$ cat src/rtl/muldiv_pkg.sv
// Shared definitions for the iterative multiply/divide unit: operation encoding,
// controller states and the default datapath width.
package muldiv_pkg;

   localparam int DEFAULT_WIDTH = 32;

   typedef enum logic [1:0] {
      OP_MULT  = 2'b00,
      OP_MULTU = 2'b01,
      OP_DIV   = 2'b10,
      OP_DIVU  = 2'b11
   } opEnum_t;

   typedef enum logic [1:0] {
      S_IDLE,
      S_CALC,
      S_FIX,
      S_DONE
   } state_t;

endpackage

$ cat src/rtl/muldiv_negate.sv
// Conditional two's-complement negate, used for operand magnitudes and for
// restoring the sign of products, quotients and remainders.
module muldiv_negate #(
   parameter int WIDTH = 32
) (
   input  logic             neg_i,
   input  logic [WIDTH-1:0] value_i,
   output logic [WIDTH-1:0] result_o
);

   assign result_o = neg_i ? (~value_i + WIDTH'(1)) : value_i;

endmodule

$ cat src/rtl/muldiv_unit.sv
// Iterative radix-2 multiply / restoring divide unit, one bit per cycle.
// Signed MULT/DIV are built only when MULDIV_SIGNED_EN is defined; otherwise they act as MULTU/DIVU.
module muldiv_unit
   import muldiv_pkg::*;
#(
   parameter int WIDTH = DEFAULT_WIDTH
) (
   input  logic             clock,
   input  logic             reset,
   input  logic             start,
   input  logic [1:0]       op,
   input  logic [WIDTH-1:0] a,
   input  logic [WIDTH-1:0] b,
   output logic [WIDTH-1:0] hi,
   output logic [WIDTH-1:0] lo,
   output logic             busy,
   output logic             done,
   output logic             div_by_zero
);

   localparam int CNT_W = $clog2(WIDTH);

   state_t             state_q;
   logic [CNT_W-1:0]   count_q;
   logic [2*WIDTH-1:0] work_q;
   logic [WIDTH-1:0]   divisor_q;
   logic               isDiv_q;
   logic               dbzPend_q;
   logic [WIDTH-1:0]   hi_q;
   logic [WIDTH-1:0]   lo_q;
   logic               busy_q;
   logic               done_q;
   logic               dbz_q;

   opEnum_t            opSel;
   logic               opIsDiv;
   logic               signA;
   logic               signB;
   logic [WIDTH-1:0]   magA;
   logic [WIDTH-1:0]   magB;

   logic [WIDTH:0]     multSum;
   logic [2*WIDTH-1:0] multNext;
   logic [WIDTH:0]     divShift;
   logic [WIDTH:0]     divDiff;
   logic               divGe;
   logic [WIDTH-1:0]   divRem;
   logic [2*WIDTH-1:0] divNext;
   logic [2*WIDTH-1:0] fixResult;

   assign opSel   = opEnum_t'(op);
   assign opIsDiv = (opSel == OP_DIV) || (opSel == OP_DIVU);

`ifdef MULDIV_SIGNED_EN
   logic               opSigned;
   logic               resSign_q;
   logic               remSign_q;
   logic [2*WIDTH-1:0] prodFix;
   logic [WIDTH-1:0]   remFix;
   logic [WIDTH-1:0]   quoFix;

   assign opSigned = (opSel == OP_MULT) || (opSel == OP_DIV);
   assign signA    = opSigned & a[WIDTH-1];
   assign signB    = opSigned & b[WIDTH-1];

   muldiv_negate #(.WIDTH(2*WIDTH)) uNegProd (
      .neg_i(resSign_q), .value_i(work_q), .result_o(prodFix)
   );
   muldiv_negate #(.WIDTH(WIDTH)) uNegRem (
      .neg_i(remSign_q), .value_i(work_q[2*WIDTH-1:WIDTH]), .result_o(remFix)
   );
   muldiv_negate #(.WIDTH(WIDTH)) uNegQuo (
      .neg_i(resSign_q), .value_i(work_q[WIDTH-1:0]), .result_o(quoFix)
   );

   assign fixResult = isDiv_q ? {remFix, quoFix} : prodFix;
`else
   assign signA     = 1'b0;
   assign signB     = 1'b0;
   assign fixResult = work_q;
`endif

   muldiv_negate #(.WIDTH(WIDTH)) uMagA (
      .neg_i(signA), .value_i(a), .result_o(magA)
   );
   muldiv_negate #(.WIDTH(WIDTH)) uMagB (
      .neg_i(signB), .value_i(b), .result_o(magB)
   );

   // Multiply: work_q holds {partial product, remaining multiplier bits}.
   assign multSum  = {1'b0, work_q[2*WIDTH-1:WIDTH]}
                   + {1'b0, (work_q[0] ? divisor_q : {WIDTH{1'b0}})};
   assign multNext = {multSum, work_q[WIDTH-1:1]};

   // Divide: work_q holds {partial remainder, dividend bits shifting into quotient}.
   // A borrow out of the (WIDTH+1)-bit subtract means the trial step is restored.
   assign divShift = {work_q[2*WIDTH-1:WIDTH], work_q[WIDTH-1]};
   assign divDiff  = divShift - {1'b0, divisor_q};
   assign divGe    = ~divDiff[WIDTH];
   assign divRem   = divGe ? divDiff[WIDTH-1:0] : divShift[WIDTH-1:0];
   assign divNext  = {divRem, work_q[WIDTH-2:0], divGe};

   always_ff @(posedge clock) begin
      if (!reset) begin
         state_q   <= S_IDLE;
         count_q   <= '0;
         work_q    <= '0;
         divisor_q <= '0;
         isDiv_q   <= 1'b0;
         dbzPend_q <= 1'b0;
         hi_q      <= '0;
         lo_q      <= '0;
         busy_q    <= 1'b0;
         done_q    <= 1'b0;
         dbz_q     <= 1'b0;
`ifdef MULDIV_SIGNED_EN
         resSign_q <= 1'b0;
         remSign_q <= 1'b0;
`endif
      end else begin
         done_q <= 1'b0;
         case (state_q)
            S_IDLE: begin
               if (start) begin
                  busy_q  <= 1'b1;
                  dbz_q   <= 1'b0;
                  isDiv_q <= opIsDiv;
                  count_q <= '0;
`ifdef MULDIV_SIGNED_EN
                  resSign_q <= signA ^ signB;
                  remSign_q <= signA;
`endif
                  if (opIsDiv && (b == '0)) begin
                     work_q    <= {a, {WIDTH{1'b1}}};
                     dbzPend_q <= 1'b1;
                     state_q   <= S_DONE;
                  end else begin
                     work_q    <= {{WIDTH{1'b0}}, (opIsDiv ? magA : magB)};
                     divisor_q <= opIsDiv ? magB : magA;
                     dbzPend_q <= 1'b0;
                     state_q   <= S_CALC;
                  end
               end
            end
            S_CALC: begin
               work_q  <= isDiv_q ? divNext : multNext;
               count_q <= count_q + CNT_W'(1);
               if (count_q == CNT_W'(WIDTH - 1)) begin
                  state_q <= S_FIX;
               end
            end
            S_FIX: begin
               work_q  <= fixResult;
               state_q <= S_DONE;
            end
            S_DONE: begin
               hi_q    <= work_q[2*WIDTH-1:WIDTH];
               lo_q    <= work_q[WIDTH-1:0];
               done_q  <= 1'b1;
               busy_q  <= 1'b0;
               dbz_q   <= dbzPend_q;
               state_q <= S_IDLE;
            end
            default: state_q <= S_IDLE;
         endcase
      end
   end

   assign hi          = hi_q;
   assign lo          = lo_q;
   assign busy        = busy_q;
   assign done        = done_q;
   assign div_by_zero = dbz_q;

endmodule

$ cat config.mk
export PLATFORM = sky130hd
export DESIGN_NAME = muldiv_unit
export DESIGN_NICKNAME = d
export VERILOG_FILES = /design/src/rtl/muldiv_pkg.sv /design/src/rtl/muldiv_negate.sv /design/src/rtl/muldiv_unit.sv
export SDC_FILE = /design/constraint.sdc
export NUM_CORES = 1
export LEC_CHECK = 0
export ABC_CLOCK_PERIOD_IN_PS = 5200
export BUFFER_PORTS_ARGS = -buffer_cell sky130_fd_sc_hd__buf_2
export CAP_MARGIN = 10
export CORE_MARGIN = 3
export CORE_UTILIZATION = 40
export DETAILED_ROUTE_END_ITERATION = 8
export PLACE_DENSITY = 0.62
export RECOVER_POWER = 50
export SYNTH_ARGS = -nofsm -noshare
export SYNTH_HDL_FRONTEND = slang
export SYNTH_SLANG_ARGS = --single-unit
$ cat constraint.sdc
create_clock -name clock -period 5.2 [get_ports clock]
set_input_delay 0.52 -clock clock [delete_from_list [all_inputs] [get_ports clock]]
set_output_delay 0.52 -clock clock [all_outputs]
set_load 0.05 [all_outputs]
---- Yosys cells after proc, flatten, opt, wreduce, memory -nomap -nowiden ----
Cells that the tools add are included.
word-level totals
  output and inout bits ................... 67
  input port bits ......................... 69
  bits in registers ....................... 172
  word-level logic and storage cells ...... 55
cells by class
  bitwise gates (word level) .............. 2
  equal/unequal tests ..................... 8
  multiplexer cells ....................... 20
  add/sub/neg operators ................... 3
  reductions and logical operators ........ 11
operator list
  kind                 count
  $mux 64              3
  $mux 32              4
  $pmux 64 s2          1
  $add 32x32->33       1
  $sub 33x32->33       1
  $logic_not 32->1     1
  $pmux 5 s2           1
  $eq 2x2->1 const B   4
  $pmux 2 s4           1
  $reduce_and 2->1     4
  $mux 2               3
  $add 5x1->5 const B  1
  $eq 5x5->1 const B   1
  $mux 5               1
  $mux 1               4
  $ne 2x2->1 const B   2
  $pmux 1 s2           2
  $reduce_bool 2->1    2
  $reduce_and 3->1     1
  $eq 2x1->1 const B   1
  $logic_not 2->1      1
  $not 1->1            2
  $logic_and 1x1->1    1
  $logic_or 1x1->1     1

---- Longest topological paths before layout ----
  word-level depth ........................ 6
  depth in mapped cells ................... 15
  mapped depth without buffers ............ 13

---- Cells and area by module ----
A second synthesis with hierarchy kept.
second synthesis, totals
  cell total of the unflattened synthesis .. 1693
  area, all modules ....................... 13743.2 µm²
modules (own cells, without submodules)
  module         cells an instance  seq. area each (µm²)  area an instance (µm²)  times used
  muldiv_unit    1495               3443.3                12189.2                 1
  muldiv_negate  99                 0.0                   777.0                   2

---- Worst setup path before layout ----
OpenSTA, ideal clock, no wires.
  path type ............................... reg2reg
  start ................................... reg work_q[31], in the netlist fixResult[31]
  end ..................................... reg work_q[53], in the netlist fixResult[53]
  clock period less this slack ............ 3413 ps
  setup time .............................. 122 ps
  buffers on the path ..................... 2
  data arrival time ....................... 3291 ps
  data required time ...................... 5078 ps
  path slack .............................. 1787 ps
  stages on the path, launching flop included .. 16
  cell sequence ........................... dfxtp_1 inv_1 ha_1 fa_1 and2b_1 o31ai_1 a2111o_1 a211o_1 a21oi_2 mux2i_2 nand2_4 buf_8 buf_4 a211oi_1 o21ai_0 o311a_1
on the way
  cells in the longest elaborated chain, start to end .. 4
RTL lines
  what                      RTL line            source
  start: declaration        muldiv_unit.sv:25   logic [2*WIDTH-1:0] work_q;
  start signal: assignment  muldiv_unit.sv:134  work_q <= {a, {WIDTH{1'b1}}};
  start signal: assignment  muldiv_unit.sv:138  work_q <= {{WIDTH{1'b0}}, (opIsDiv ? magA : magB)};
  start signal: assignment  muldiv_unit.sv:146  work_q <= isDiv_q ? divNext : multNext;
  $sub 33x32->33            muldiv_unit.sv:98   assign divDiff = divShift - {1'b0, divisor_q};
  $mux 32                   muldiv_unit.sv:100  assign divRem = divGe ? divDiff[WIDTH-1:0] : divShift[WIDTH-1:0];
  $mux 64                   muldiv_unit.sv:146
  $pmux 64 s2               muldiv_unit.sv:122  case (state_q)
No other way between the ends.
A chain may end at the register's enable or synchronous reset.

---- Worst setup path in the final report ----
  start ................................... reg work_q[31], in the netlist fixResult[31]
  end ..................................... reg work_q[56], in the netlist fixResult[56]
Same word-level chain as after synthesis.

==> flow_summary.toml <==
[cells_and_area]
fin_area_um2 = 13500
fin_nets = 1709
diodes = 0
utilization_pct = 46.3
syn_to_final_growth_pct = 12.7
instances_no_fill = 1965
drive_above_1_share_pct = 9.61

[global_route]
track_usage_pct = 26.3
grt_max_degree = 75
antenna_found_initial = 3
grt_pass1_wl_um = 64700
overflow = 0
grt_pass1_vias = 10900

[worst_setup_path]
path_delay_family = "compound AO/OA/AOI/OAI gates"
required_ns = 5.56
cp_max_fo = 32
cpMaxStageDelayCell = "mux2i_2"
arrival_ns = 4.86
rr_startpoint = "fixResult[31]"
cp-start-kind = "register"
critPathKind = "register to register"
cp_num_buf_inv = 2
crit_chain = "inv_1 > ha_1 > fa_1 > and2b_1 > o31ai_1 > a2111o_1 > a211o_1 > a21oi_2 > mux2i_2 > nand2_4 > buf_4 > o311a_1 > a211oi_1"
reg2reg_slack_ns = 0.69
cpPeakStageDelay_ns = 0.52
startpoint = "fixResult[31]"
critPathCaptureType = "register"

[placed_design]
portBuffers = 134
placed_cells = 1933
hpwl_um = 31500
gp_congestion = 0.937
dp_slack_ns = 0.747
placed_area_um2 = 12900

[timing]
rsz0062_at_grt = "no"
skew_ns = 0.0127
slew_violations = 63
fin_setup_tns_ns = 0
worst_pin_slew_ns = 2.23
maxSlewHeadroom_pct = -48.7
setup_slack_ns = 0.692
max_clock_freq_mhz = 222
period_share_pct = 86.7
finalSetupViolations = 0
hold_violations = 0
fin_hold_ws_ns = 0.367
period_needed_ns = 4.51

[floorplanning]
ios = 136
die_x_um = 179
core_um2 = 29100
die_y_um = 179
std_cell_rows = 62
die_area_um2 = 32000
start_util_pct = 41.1

[min_path]
hold_path_class = "input pin to register"
hold_start = "start"

[routing]
wl_per_cell_um = 21.6
wirelength_um = 42500
via_per_inst = 5.87
num_vias = 11500
ant_nets = 0
drtIter0Drc = 1114
first_pass_iters = 6
drt_drc_violations_left = 0

[clocking]
cts-buffers-inserted = 17
clkTransAtPathRegs_ns = 0.08
hold_buffers = 0
clk_latency_ns = 0.45
clkSinkCount = 172
clockRootBuffer = "clkbuf_16"
cts_setup_buffers = 0
ctsResizeCount = 0
htreeDepth = 4
clk_path_buf_depth = 2
cts_tree = "built"

[power_and_ir_drop]
ir_drop_mv = 0.313
report.power.total_mw = 7.59
powerDensity_nw_per_um2 = 564
leakage_nw = 5.32

[yosys]
synth_top_area_cell = "dfxtp_1"
ys_ff_latch = 172
postSynthAreaPerCell_um2 = 8.04
yosysMostFrequentCell = "nor2_1"
synth_area_leaders = "dfxtp_1 (29%), mux2i_1 (13%), ha_1 (7.3%)"
synth_edf_count = 0
ys.flop_type = "dfxtp_1"
synth.top_cell.area_share_pct = 28.8
ys_warn_count = 0
syn_area_um2 = 11900
synthArstFlopShare_pct = 0
synth_fp_nets = 1628
synth_cell_types = 75
syn-instance-count = 1487
seq_area_frac_synth_pct = 28.8
yosys-top-cells-count = "nor2_1 (180), dfxtp_1 (172), mux2i_1 (156)"

[status]
outcome = "complete, but fails checks"
violations = "capacitance limit, slew limit"

[run]
drv_cap = 2
tightest hold or removal path: cells and delay by family:
kind	cells	cell delay, ns
buffers and inverters	1	0.12
and+or+nand+nor	1	0.07
AOI/OAI and AO/OA	1	0.05
per-layer routing:
metal | track usage (%) | share of wire (%) | vias up
met1 | 35.7 | 44 | 5440
met3 | 3.88 | 6.4 | 73
li1 | - | - | 5590
met2 | 42.9 | 47 | 432
met4 | 8.25 | 2.6 | 6
met5 | 0 | 0.066 | -
layout make-up:
class,instances,area [um2]
fillers,2935,15600
clock buffers,17,425
clock inverters,15,194
multi-input cells,1173,7970
well taps,384,480
flip-flops and latches,172,3440
inverters,49,186
repair buffers,155,766
power by group:
group          internal, mW  switching (mW)
clock network         0.662           0.708
registers              1.57           0.349
logic                  1.60            2.70
total                  3.84            3.76
cell families after synthesis:
group | count (synthesis) | synth area share (%)
AOI/OAI and AO/OA | 420 | 22.5
buffers and inverters | 142 | 4.65
adders and majority gates | 72 | 7.66
DFF | 172 | 28.8
xor gates and xnor gates | 52 | 3.81
muxes | 170 | 14.4
and+or+nand+nor | 459 | 18.2
sequential cells by signal, indices dropped and copies added, names as in the netlist:
register     flops
isDiv_q          1
lo              32
dbzPend_q        1
busy             1
div_by_zero      1
hi              32
count_q          5
divisor_q       32
state_q          2
fixResult       64
done             1
path summary, 6_finish.rpt:
kind,to,depth (start not counted)
worst max-delay path,fixResult[56],13
worst min-delay path,dbzPend_q,3
worst max register to register,fixResult[56],13
worst min register to register,dbzPend_q,2
cells in the final DEF (no fill, tap or decap), drive strengths merged, types with 12 or more instances in the layout:
cell type / n
a211oi: 51
a21o: 20
a21oi: 150
a221oi: 26
a31oi: 15
and2: 38
buf: 86
clkbuf: 86
dfxtp: 172
ha: 70
inv: 56
mux2: 13
mux2i: 157
nand2: 83
nand2b: 12
nand3: 23
nand4: 13
nor2: 180
nor2b: 27
nor3: 40
nor4: 15
o21ai: 79
xnor2: 33
xor2: 19
(Power assumes the default switching activity.)
